`config.mk`:
```
export PLATFORM = sky130hd
export DESIGN_NAME = led_share_arbiter
export DESIGN_NICKNAME = d
export VERILOG_FILES = /design/src/rtl/led_pkg.sv /design/src/rtl/rr_arbiter.sv /design/src/rtl/led_share_arbiter.sv
export SDC_FILE = /design/constraint.sdc
export NUM_CORES = 1
export LEC_CHECK = 0
export ABC_CLOCK_PERIOD_IN_PS = 2500
export CAP_MARGIN = 20
export CORE_MARGIN = 2
export CORE_UTILIZATION = 49
export DETAILED_ROUTE_END_ITERATION = 6
export MAX_ROUTING_LAYER = met4
export PLACE_DENSITY = 0.72
export SYNTH_ARGS = -nofsm -noshare
export SYNTH_HDL_FRONTEND = slang
export SYNTH_HIERARCHICAL = 1
export SYNTH_SLANG_ARGS = --single-unit
```
`constraint.sdc`:
```
create_clock -name clock -period 2.5 [get_ports clock]
set_input_delay 0.5 -clock clock [delete_from_list [all_inputs] [get_ports clock]]
set_output_delay 0.5 -clock clock [all_outputs]
set_load 0.02 [all_outputs]
```
`src/rtl/led_pkg.sv`:
```
// Shared definitions for the board status-LED path: blinker rate codes and
// the LED share arbiter state encoding.
package led_pkg;

  // Blink-rate codes understood by the downstream LED blinker.
  localparam logic [1:0] RATE_100HZ = 2'b00;
  localparam logic [1:0] RATE_50HZ  = 2'b01;
  localparam logic [1:0] RATE_10HZ  = 2'b10;
  localparam logic [1:0] RATE_1HZ   = 2'b11;

  // Arbiter FSM: waiting for a request, showing one owner, dark gap.
  typedef enum logic [1:0] {
    ST_IDLE = 2'd0,
    ST_SHOW = 2'd1,
    ST_GAP  = 2'd2
  } led_state_e;

endpackage : led_pkg

```
`src/rtl/rr_arbiter.sv`:
```
// Combinational rotating-priority pick. The search starts at the index after
// last_owner and wraps, so the most recent owner has lowest priority.
// Kept generic so other shared board resources can reuse it.
module rr_arbiter #(
  parameter int NUM_REQ = 4,
  parameter int IDX_W   = (NUM_REQ > 1) ? $clog2(NUM_REQ) : 1
) (
  input  logic [NUM_REQ-1:0] req,
  input  logic [IDX_W-1:0]   last_owner,
  output logic               any_req,
  output logic [IDX_W-1:0]   win_idx,
  output logic [NUM_REQ-1:0] win_onehot
);

  // First requester found walking upward from last_owner+1 wins.
  always_comb begin
    int               cand;
    logic [IDX_W-1:0] cand_idx;
    any_req  = 1'b0;
    win_idx  = '0;
    cand     = 0;
    cand_idx = '0;
    for (int i = 1; i <= NUM_REQ; i++) begin
      cand     = (int'(last_owner) + i) % NUM_REQ;
      cand_idx = IDX_W'(cand);
      if (!any_req && req[cand_idx]) begin
        any_req = 1'b1;
        win_idx = cand_idx;
      end
    end
  end

  assign win_onehot = any_req ? (NUM_REQ'(1) << win_idx) : '0;

endmodule : rr_arbiter

```
`src/rtl/led_share_arbiter.sv`:
```
// Time-shares the single status LED among NUM_REQ requesters: one owner at a
// time, round-robin, for DWELL_CYCLES, separated by GAP_CYCLES dark cycles.
// Drives the blinker rate-select and enable; all outputs come from flops.
module led_share_arbiter
  import led_pkg::*;
#(
  parameter int NUM_REQ      = 4,
  parameter int DWELL_CYCLES = 25000,
  parameter int GAP_CYCLES   = 2500,
  parameter int CNT_W        = 32
) (
  input  logic                   clock,
  input  logic                   reset_n,
  input  logic [NUM_REQ-1:0]     req,
  input  logic [2*NUM_REQ-1:0]   rate_code,
  output logic [NUM_REQ-1:0]     grant,
  output logic [1:0]             rate_sel,
  output logic                   led_enable,
  output logic                   busy
);

  localparam int IDX_W = (NUM_REQ > 1) ? $clog2(NUM_REQ) : 1;
  localparam logic [CNT_W-1:0] DWELL_LAST = CNT_W'(DWELL_CYCLES - 1);
  // With no gap the GAP state is never entered, so its terminal count is moot.
  localparam logic [CNT_W-1:0] GAP_LAST =
    (GAP_CYCLES > 0) ? CNT_W'(GAP_CYCLES - 1) : '0;
  localparam logic [IDX_W-1:0] LAST_RST = IDX_W'(NUM_REQ - 1);

  led_state_e          state_q, state_d;
  logic [CNT_W-1:0]    cnt_q, cnt_d;
  logic [IDX_W-1:0]    win_q, win_d;
  logic [IDX_W-1:0]    last_q, last_d;
  logic [1:0]          rate_q, rate_d;
  logic [NUM_REQ-1:0]  grant_q, grant_d;
  logic                en_q, en_d;

  logic                any_req;
  logic [IDX_W-1:0]    arb_idx;
  logic [NUM_REQ-1:0]  arb_onehot;

  rr_arbiter #(
    .NUM_REQ (NUM_REQ),
    .IDX_W   (IDX_W)
  ) u_rr (
    .req        (req),
    .last_owner (last_q),
    .any_req    (any_req),
    .win_idx    (arb_idx),
    .win_onehot (arb_onehot)
  );

  // Next-state: arbitrate only in IDLE, count the dwell/gap windows, and
  // release early when the owner drops its request.
  always_comb begin
    state_d = state_q;
    cnt_d   = cnt_q;
    win_d   = win_q;
    last_d  = last_q;
    rate_d  = rate_q;
    grant_d = grant_q;
    en_d    = en_q;
    case (state_q)
      ST_IDLE: begin
        if (any_req) begin
          state_d = ST_SHOW;
          win_d   = arb_idx;
          rate_d  = rate_code[{arb_idx, 1'b0} +: 2];
          cnt_d   = '0;
          grant_d = arb_onehot;
          en_d    = 1'b1;
        end
      end
      ST_SHOW: begin
        if (cnt_q == DWELL_LAST || !req[win_q]) begin
          last_d  = win_q;
          cnt_d   = '0;
          grant_d = '0;
          en_d    = 1'b0;
          state_d = (GAP_CYCLES > 0) ? ST_GAP : ST_IDLE;
        end else begin
          cnt_d = cnt_q + CNT_W'(1);
        end
      end
      ST_GAP: begin
        if (cnt_q == GAP_LAST) begin
          cnt_d   = '0;
          state_d = ST_IDLE;
        end else begin
          cnt_d = cnt_q + CNT_W'(1);
        end
      end
      default: begin
        state_d = ST_IDLE;
        cnt_d   = '0;
        grant_d = '0;
        en_d    = 1'b0;
      end
    endcase
  end

  // State and registered outputs; reset blanks the LED immediately and makes
  // requester 0 the first in line.
  always_ff @(posedge clock or negedge reset_n) begin
    if (!reset_n) begin
      state_q <= ST_IDLE;
      cnt_q   <= '0;
      win_q   <= '0;
      last_q  <= LAST_RST;
      rate_q  <= RATE_100HZ;
      grant_q <= '0;
      en_q    <= 1'b0;
    end else begin
      state_q <= state_d;
      cnt_q   <= cnt_d;
      win_q   <= win_d;
      last_q  <= last_d;
      rate_q  <= rate_d;
      grant_q <= grant_d;
      en_q    <= en_d;
    end
  end

  assign grant      = grant_q;
  assign rate_sel   = rate_q;
  assign led_enable = en_q;
  assign busy       = (state_q != ST_IDLE);

endmodule : led_share_arbiter

```
### After elaboration in Yosys (flattened, before gate mapping)

Index checks and enable logic that the tools add are counted.

* add/subtract/negate cells: 5
* order comparisons: 5
* equal/unequal tests: 7
* shift-type cells: 2
* multiplexer cells: 32
* bitwise gates (word level): 1
* reductions and logical operators: 14

Operators with widths (count)
* $mux W32: 3
* $pmux W32 S3: 1
* $add A32 B1 Y32 const B: 1
* $eq A32 B12 Y1 const B: 1
* $eq A32 B15 Y1 const B: 1
* $lt A2 B3 Y1 const B: 5
* $mux W2: 7
* $pmux W4 S3: 1
* $mux W1: 11
* $bmux W1 S2: 5
* $mux W4: 2
* $shiftx A8 B4 Y2: 1
* $ne A2 B2 Y1 const B: 3
* $pmux W2 S3: 1
* $reduce_and A3 Y1: 2
* $add A2 B1 Y2 const B: 2
* $add A2 B2 Y2 const B: 2
* $logic_not A1 Y1: 4
* $reduce_and A2 Y1: 2
* $shl A1 B2 Y4 const A: 1
* $logic_and A1 B1 Y1: 3
* $pmux W1 S3: 1
* $eq A2 B1 Y1 const B: 1
* $eq A2 B2 Y1 const B: 1
* 4 further kinds: 4

* bits in registers: 45
* bits of input ports: 14
* output and inout bits: 8
* logic and storage cells: 73

### Logic depth before layout (Yosys ltp)

Gate-level depths: netlist of the first run.

* depth in word-level cells: 16
* mapped depth: 8
* gate-level depth less buffers: 7

### Modules after synthesis

The synthesis of the first run kept the hierarchy.

By module, submodules not included
* led_share_arbiter: times used 1, cells each 277, area an instance 2576.2 µm², seq. area each 1128.6 µm²
* rr_arbiter: times used 1, cells each 30, area an instance 201.4 µm², seq. area each 0.0 µm²

### Worst setup path after synthesis of the first run

Ideal clock, no wire load.

* path type: reg2reg
* start: register cnt_q[15]
* end: register cnt_q[28]
* library setup time: 126 ps
* arrival time: 2210 ps
* required time: 2374 ps
* setup slack: 164 ps
* cell stages (with the launch flop): 8
* buffers on the path: 1
* period minus slack after synthesis: 2336 ps
* cells stage by stage: dfrtp_1 -> or4_4 -> nor4_4 -> nand3_2 -> a41oi_2 -> buf_4 -> nor2_1 -> a221o_1

* cells in the longest elaborated chain, start to end: 4
* elaborated cells between the ends (all ways): 7
* classes of those cells: add/sub (1); eq/ne (2); mux (3); reduce/logical (1)

Ends and longest elaborated chain
* start, declared: RTL line led_share_arbiter.sv:30 `logic [CNT_W-1:0] cnt_q, cnt_d;`
* start signal, assigned: RTL line led_share_arbiter.sv:114 `cnt_q <= cnt_d;`
* branches (longest 3 deep; another with $add A32 B1 Y32)
* $pmux W32 S3 *: RTL line led_share_arbiter.sv:62 `case (state_q)`

Every way passes the cells marked *.
A chain may end at the register's enable or synchronous reset.

### Worst setup path in the final report of the first run

* start: register cnt_q[21]
* end: register cnt_q[28]

Same word-level chain as after synthesis.

==> results of run 1 <==
[placed cells by master, fill, tap and decap left out, drive strengths merged, types with 8 or more instances in the layout]
master,instances
a21o,12
a21oi,11
a22o,19
buf,31
clkbuf,8
clkdlybuf4s50,20
dfrtp,43
inv,14
nand2,39
nand3,18
nor2,29
nor3,8
o21ai,22
or4,8
[power groups by stage]
stage	logic [mW]	registers [mW]	clock network, mW
detailed placement	1.35	0.965	0
global route	1.57	0.971	0.513
CTS	1.36	0.950	0.481
global placement	1.32	0.960	0
finish	1.45	0.950	0.470
floorplan	0.900	0.991	0
[area by class of cell]
cell class                 count  area [um^2]  area share [%]
sequential                    45         1130            33.5
tap                           72         90.1            2.67
clock buffer                   8         90.1            2.67
multi-input combinational    236         1550            46.0
inverter                      14         52.6            1.56
timing repair buffer          51          458            13.6
[sequential cells by signal (all words and copies together) (netlist names)]
name	flops
last_q	2
cnt_q	32
state_q	2
grant	4
win_q	2
led_enable	1
rate_sel	2
[stage by stage]
stage / TNS (ns) / util, % / power (mW)
floorplan: 0 / - / 1.89
global placement: -3.23 / 58.4 / 2.28
detailed placement: -4.84 / 58.4 / 2.32
CTS: 0 / 60.1 / 2.79
global route: -0.279 / 61.2 / 3.06
finish: 0 / 61.2 / 2.87
[worst max path at each step]
stage / end / startpoint / slack [ns]
finish: cnt_q[28] / cnt_q[21] / 0.07
global route: cnt_q[28] / cnt_q[15] / -0.04
CTS: cnt_q[14] / cnt_q[0] / 0.007
detailed placement: cnt_q[14] / req[3] / -0.21
global placement: cnt_q[27] / req[3] / -0.15
floorplan: cnt_q[28] / cnt_q[15] / 0.16
[logic make-up (layout without fill, tap and decap cells)]
| logic type | after synthesis | in the layout | synth area share [%] |
|---|---|---|---|
| AO/OA/AOI/OAI | 84 | 84 | 21.9 |
| flip-flops | 45 | 45 | 40.6 |
| multiplexers | 11 | 11 | 5.63 |
| buffers and inverters | 26 | 73 | 4.19 |
| adder cells (fa/ha/maj) | 4 | 4 | 1.80 |
| AND/OR/NAND/NOR | 137 | 137 | 25.9 |
[timing repair]
| item | 4_1_cts | 5_1_grt |
|---|---|---|
| hold buffers | 0 | 0 |
| gates resized for setup | 0 | 7 |
| buffers inserted | 0 | 4 |
| setup endpoints to repair | 0 | 22 |
[critical path, delay by kind of cell, from the launching register on]
kind	cells	cell delay (ns)
and+or+nand+nor	4	1.16
AOI/OAI and AO/OA	2	0.57
DFF	1	0.39
buffers and inverters	1	0.19
[per-layer routing]
metal	up-vias	global-route usage [%]	part of all wire [%]
li1	1228	-	-
met4	0	3.62	0.58
met1	1252	32.6	47
met2	51	35.4	48
met5	-	-	0
met3	4	3.41	4.1
==> metrics.txt, run 1 <==
final WL=6600 um; Hold WC Path Type=in -> async; CP Data Required Time=2.68 ns; Placer Congestion=0.861; Reg power frac=33.1%; n_diodes=0; CP Launch Type=flop; pre-CTS setup slack=-0.208 ns; most frequent cell after synthesis=dfrtp_1; FP Rows=27; layout cells sized above 1=18.6%; io pins=22; Root Buffer=clkbuf_8; Post-Route Skew=0.00833 ns; Post-DP Area=0.00322 mm^2; reg2reg start=cnt_q[21]; die width=79.3 um; Crit. End Element=flop; Post-Synthesis Cell Area=0.00278 mm^2; post-synth cell types=54; switching part of the total=38.6%; Max Root-Sink Buffers=2; number of global-route vias before repair=2374; unrepaired setup endpoints after global routing=true; synthesis-stage register bit count=45; Tmin final=2.43 ns; sw power=1.11 mW; syn nets=325; Peak VDD IR=0.000461 V; EDFF count, synth=0; Final setup viols=0; leakage power=1.49 nW; fillcell total=477; Residual DRC=0; Synth top area share=38.7%; CTS Sinks=45; clock-pin slew on the worst setup and hold paths=0.08 ns; sequential share of the synthesized area=40.6%; power density cells=851 mW/mm^2; Combinational Power Share=50.5%; Die Y-Extent=79.3 um; Design Area, Final=0.00337 mm^2; hold slack=0.171 ns; Max Cap Violations=0; NumNets Final=371; H-tree Lvls=2; largest net degree at the start of global routing=46; Hold Vio Cnt, Final=0; DR iter-0 viols=274; HPWL Detailed=4640 um; post-synthesis area per instance=9.05 um^2; DRT antenna net count=0; TritonCTS Buffers=5; DR vias=2535; status=completed; Synth Flop Type=dfrtp_1; antenna violations before repair=0; vias per cell=5.95; drt pass-1 iters=4; Non-Filler Instances=426; asr flop ratio synth=100%; Core Area=0.00551 mm^2; Clk pwr share=16.4%; ranking of synthesized cells by area=dfrtp_1 (39%), a22o_1 (6.0%), nand2_1 (5.3%); period utilization=97.4%; critical path, cell by cell=or4_4 > nor4_4 > nand3_2 > a41oi_4 > buf_8 > nor2_1 > a221o_1; Placed Cells=414; Pint=1.76 mW; CP max stage delay=0.56 ns; Overflow after GRT=0; Commonest cells post-synth=dfrtp_1 (43), nand2_1 (39), nor2_1 (27), o21ai_0 (22), a22o_1 (19); Critical R2R Capture=cnt_q[28]; slack of the worst reg-to-reg path=0.07 ns; Mapped Cells=307; Slew @ Worst Pin=0.539 ns; WP data arrival=2.62 ns; Buffers on Ports=21; Yosys top cell by area=dfrtp_1; CP max FO=16; Slew Viols, Final=0; Ys Warns=6; wire length per cell=15.5 um; area grow syn2layout=21.3%; Initial Util=50.4%; CP max stage cell=or4_4; worst r2r path cells=7; GRT Total Usage=22.8%; Worst Slack Setup Final=0.0657 ns; Setup CP Type=reg -> reg; Max Freq=411 MHz; CTS tree=done; die footprint=0.00629 mm^2; clk_lat worst skew=0.29 ns; Slew headroom=64.0%; first-pass GRT wire length=11200 um
No activity file was read; power rests on OpenSTA's default activity.
==> run 2: changes to the inputs <==
--- a/config.mk
+++ b/config.mk
@@ -12,6 +12,7 @@
 export DETAILED_ROUTE_END_ITERATION = 6
 export MAX_ROUTING_LAYER = met4
 export PLACE_DENSITY = 0.72
+export REMOVE_ABC_BUFFERS = 1
 export SYNTH_ARGS = -nofsm -noshare
 export SYNTH_HDL_FRONTEND = slang
 export SYNTH_HIERARCHICAL = 1
==> metrics.txt, run 2 (synthesis results as in run 1) <==
HPWL Detailed=4820 um (was 4640 um); die footprint=0.00629 mm^2 (unchanged); Initial Util=50.4% (unchanged); CP max stage cell=or4_4 (unchanged); drt pass-1 iters=4 (unchanged); status=completed (unchanged); most flop-heavy register=cnt_q (unchanged); Max Cap Violations=0 (unchanged); CTS Hold Bufs=0 (unchanged); fillcell total=470 (was 477); io pins=22 (unchanged); final core utilization=62.1% (was 61.2%); setup TNS=0 ns (unchanged); H-tree Lvls=2 (unchanged); number of global-route vias before repair=2556 (was 2374); DR iter-0 viols=235 (was 274); layout cells sized above 1=19.7% (was 18.6%); clk_lat worst skew=0.30 ns (was 0.29 ns); Max Root-Sink Buffers=2 (unchanged); Post-Route Skew=0.00582 ns (was 0.00833 ns); first-pass GRT wire length=11700 um (was 11200 um); Slew Viols, Final=0 (unchanged); leakage power=1.51 nW (was 1.49 nW); DRT antenna net count=0 (unchanged); Overflow after GRT=0 (unchanged); slack of the worst reg-to-reg path=0.002 ns (was 0.07 ns); buffers and inverters on the worst path=1 (unchanged); Tmin final=2.50 ns (was 2.43 ns); final WL=7020 um (was 6600 um); clock-pin slew on the worst setup and hold paths=0.09 ns (was 0.08 ns); CP max FO=10 (was 16); Max Freq=400 MHz (was 411 MHz); max reg flops=32 (unchanged); Buffers on Ports=21 (unchanged); most frequent cells in the layout=dfrtp_1 (43), nand2_1 (39), nor2_1 (27), buf_4 (27), clkdlybuf4s50_1 (20) (was dfrtp_1 (43), nand2_1 (39), nor2_1 (27)); Core Area=0.00551 mm^2 (unchanged); wire length per cell=16.4 um (was 15.5 um); Peak VDD IR=0.000485 V (was 0.000461 V); Crit. End Element=flop (unchanged); NumNets Final=373 (was 371); Root Buffer=clkbuf_8 (unchanged); routed length on met1=3160 um (was 3140 um); Die Y-Extent=79.3 um (unchanged); critical path, cell by cell=or4_4 > nor4_4 > nand3_2 > a41o_1 > buf_6 > a21o_1 > a22o_1 (was or4_4 > nor4_4 > nand3_2 > a41oi_4 > buf_8 > nor2_1 > a221o_1); reg2reg start=cnt_q[21] (unchanged); period utilization=99.9% (was 97.4%); WP data arrival=2.70 ns (was 2.62 ns); CTS Sinks=45 (unchanged); antenna violations before repair=0 (unchanged); area grow syn2layout=23.1% (was 21.3%); Critical R2R Capture=cnt_q[18] (was cnt_q[28]); CP Launch Type=flop (unchanged); TritonCTS Buffers=5 (unchanged); vias per cell=6.02 (was 5.95); n_diodes=0 (unchanged); Hold Vio Cnt, Final=0 (unchanged); Final setup viols=0 (unchanged); CTS tree=done (unchanged); Placer Congestion=0.860 (was 0.861); Slew @ Worst Pin=0.576 ns (was 0.539 ns); unrepaired setup endpoints after global routing=true (unchanged); Slew headroom=61.6% (was 64.0%); metal2 WL=3440 um (was 3160 um); Hold WC Path Type=in -> async (unchanged); power density cells=890 mW/mm^2 (was 851 mW/mm^2); FP Rows=27 (unchanged); Largest delay share family, worst path=simple AND/OR/NAND/NOR gates (unchanged); Setup CP Type=reg -> reg (unchanged); GRT Total Usage=24.2% (was 22.8%); CP max stage delay=0.56 ns (about the same); CP Data Required Time=2.70 ns (was 2.68 ns); largest net degree at the start of global routing=46 (unchanged); die width=79.3 um (unchanged); highest routed layer=met4 (unchanged); DR vias=2575 (was 2535); commonest non-fill, non-tap cell in the layout=dfrtp_1 (unchanged); DR WL met3=303 um (was 272 um); worst r2r path cells=7 (unchanged); Residual DRC=0 (unchanged)
-- run 2: changes by cell type in the layout (fill, tap and decap cells not counted), sizes merged --
cell | before | now
clkinvlp | 0 | 1
bufinv | 0 | 1
a311o | 1 | 2
buf | 31 | 32
clkbuf | 8 | 6
-- run 2: per-layer routing --
metal / GRT usage, % / up-vias
li1: - / 1233
met1: 29.9 / 1261
met2: 40.3 / 70
met3: 3.98 / 11
met4: 8.62 / 0
met5: - / -
-- run 2: area by class of cell --
cell class | count | area (um^2) | area share (%)
clock buffer | 6 | 82.6 | 2.41
inverter | 14 | 52.6 | 1.54
clock inverter | 2 | 37.5 | 1.10
sequential | 45 | 1130 | 33.0
multi-input combinational | 237 | 1570 | 45.8
tap | 72 | 90.1 | 2.63
timing repair buffer | 52 | 462 | 13.5
-- run 2: worst register-to-register path: stages, from the launching register on --
cell	delay, ns
dfrtp_1	0.40
or4_4	0.56
nor4_4	0.41
nand3_2	0.19
a41o_1	0.34
buf_6	0.16
a21o_1	0.16
a22o_1	0.17
-- run 2: worst max path at each step --
stage | startpoint | endpoint | cells past startpoint
final | cnt_q[21] | cnt_q[18] | 7
after global routing | cnt_q[21] | cnt_q[18] | 7
after CTS | cnt_q[22] | grant[0] | 7
after detailed placement | req[2] | cnt_q[9] | 5
after global placement | req[3] | rate_sel[0] | 7
after floorplan | cnt_q[15] | cnt_q[28] | 6
-- run 2: repair_timing --
action	4_1_cts	5_1_grt
gates resized for setup	2	10
endpoints found under the setup margin	1	23
buffers inserted	1	3
gates cloned	0	1
pin swaps	1	6
-- run 2: stage by stage --
step	power (mW)	hold WS, ns	instances	instance area (um^2)	worst slack, ns
2_1_floorplan	1.81	0.204	295	2710	-0.0462
3_3_place_gp	2.30	0.463	415	3220	-0.0441
3_5_place_dp	2.35	0.472	415	3220	-0.115
4_1_cts	2.97	0.285	424	3370	0.0236
5_1_grt	3.22	0.314	428	3420	-0.0678
6_report	3.04	0.260	428	3420	0.00174
-- run 2: report_power, final --
group | internal, mW | leakage (nW) | switching [mW] | total, mW
clock network | 0.325 | 0.0574 | 0.266 | 0.592
logic | 0.708 | 0.844 | 0.787 | 1.50
registers | 0.851 | 0.606 | 0.106 | 0.957
total | 1.89 | 1.51 | 1.16 | 3.04
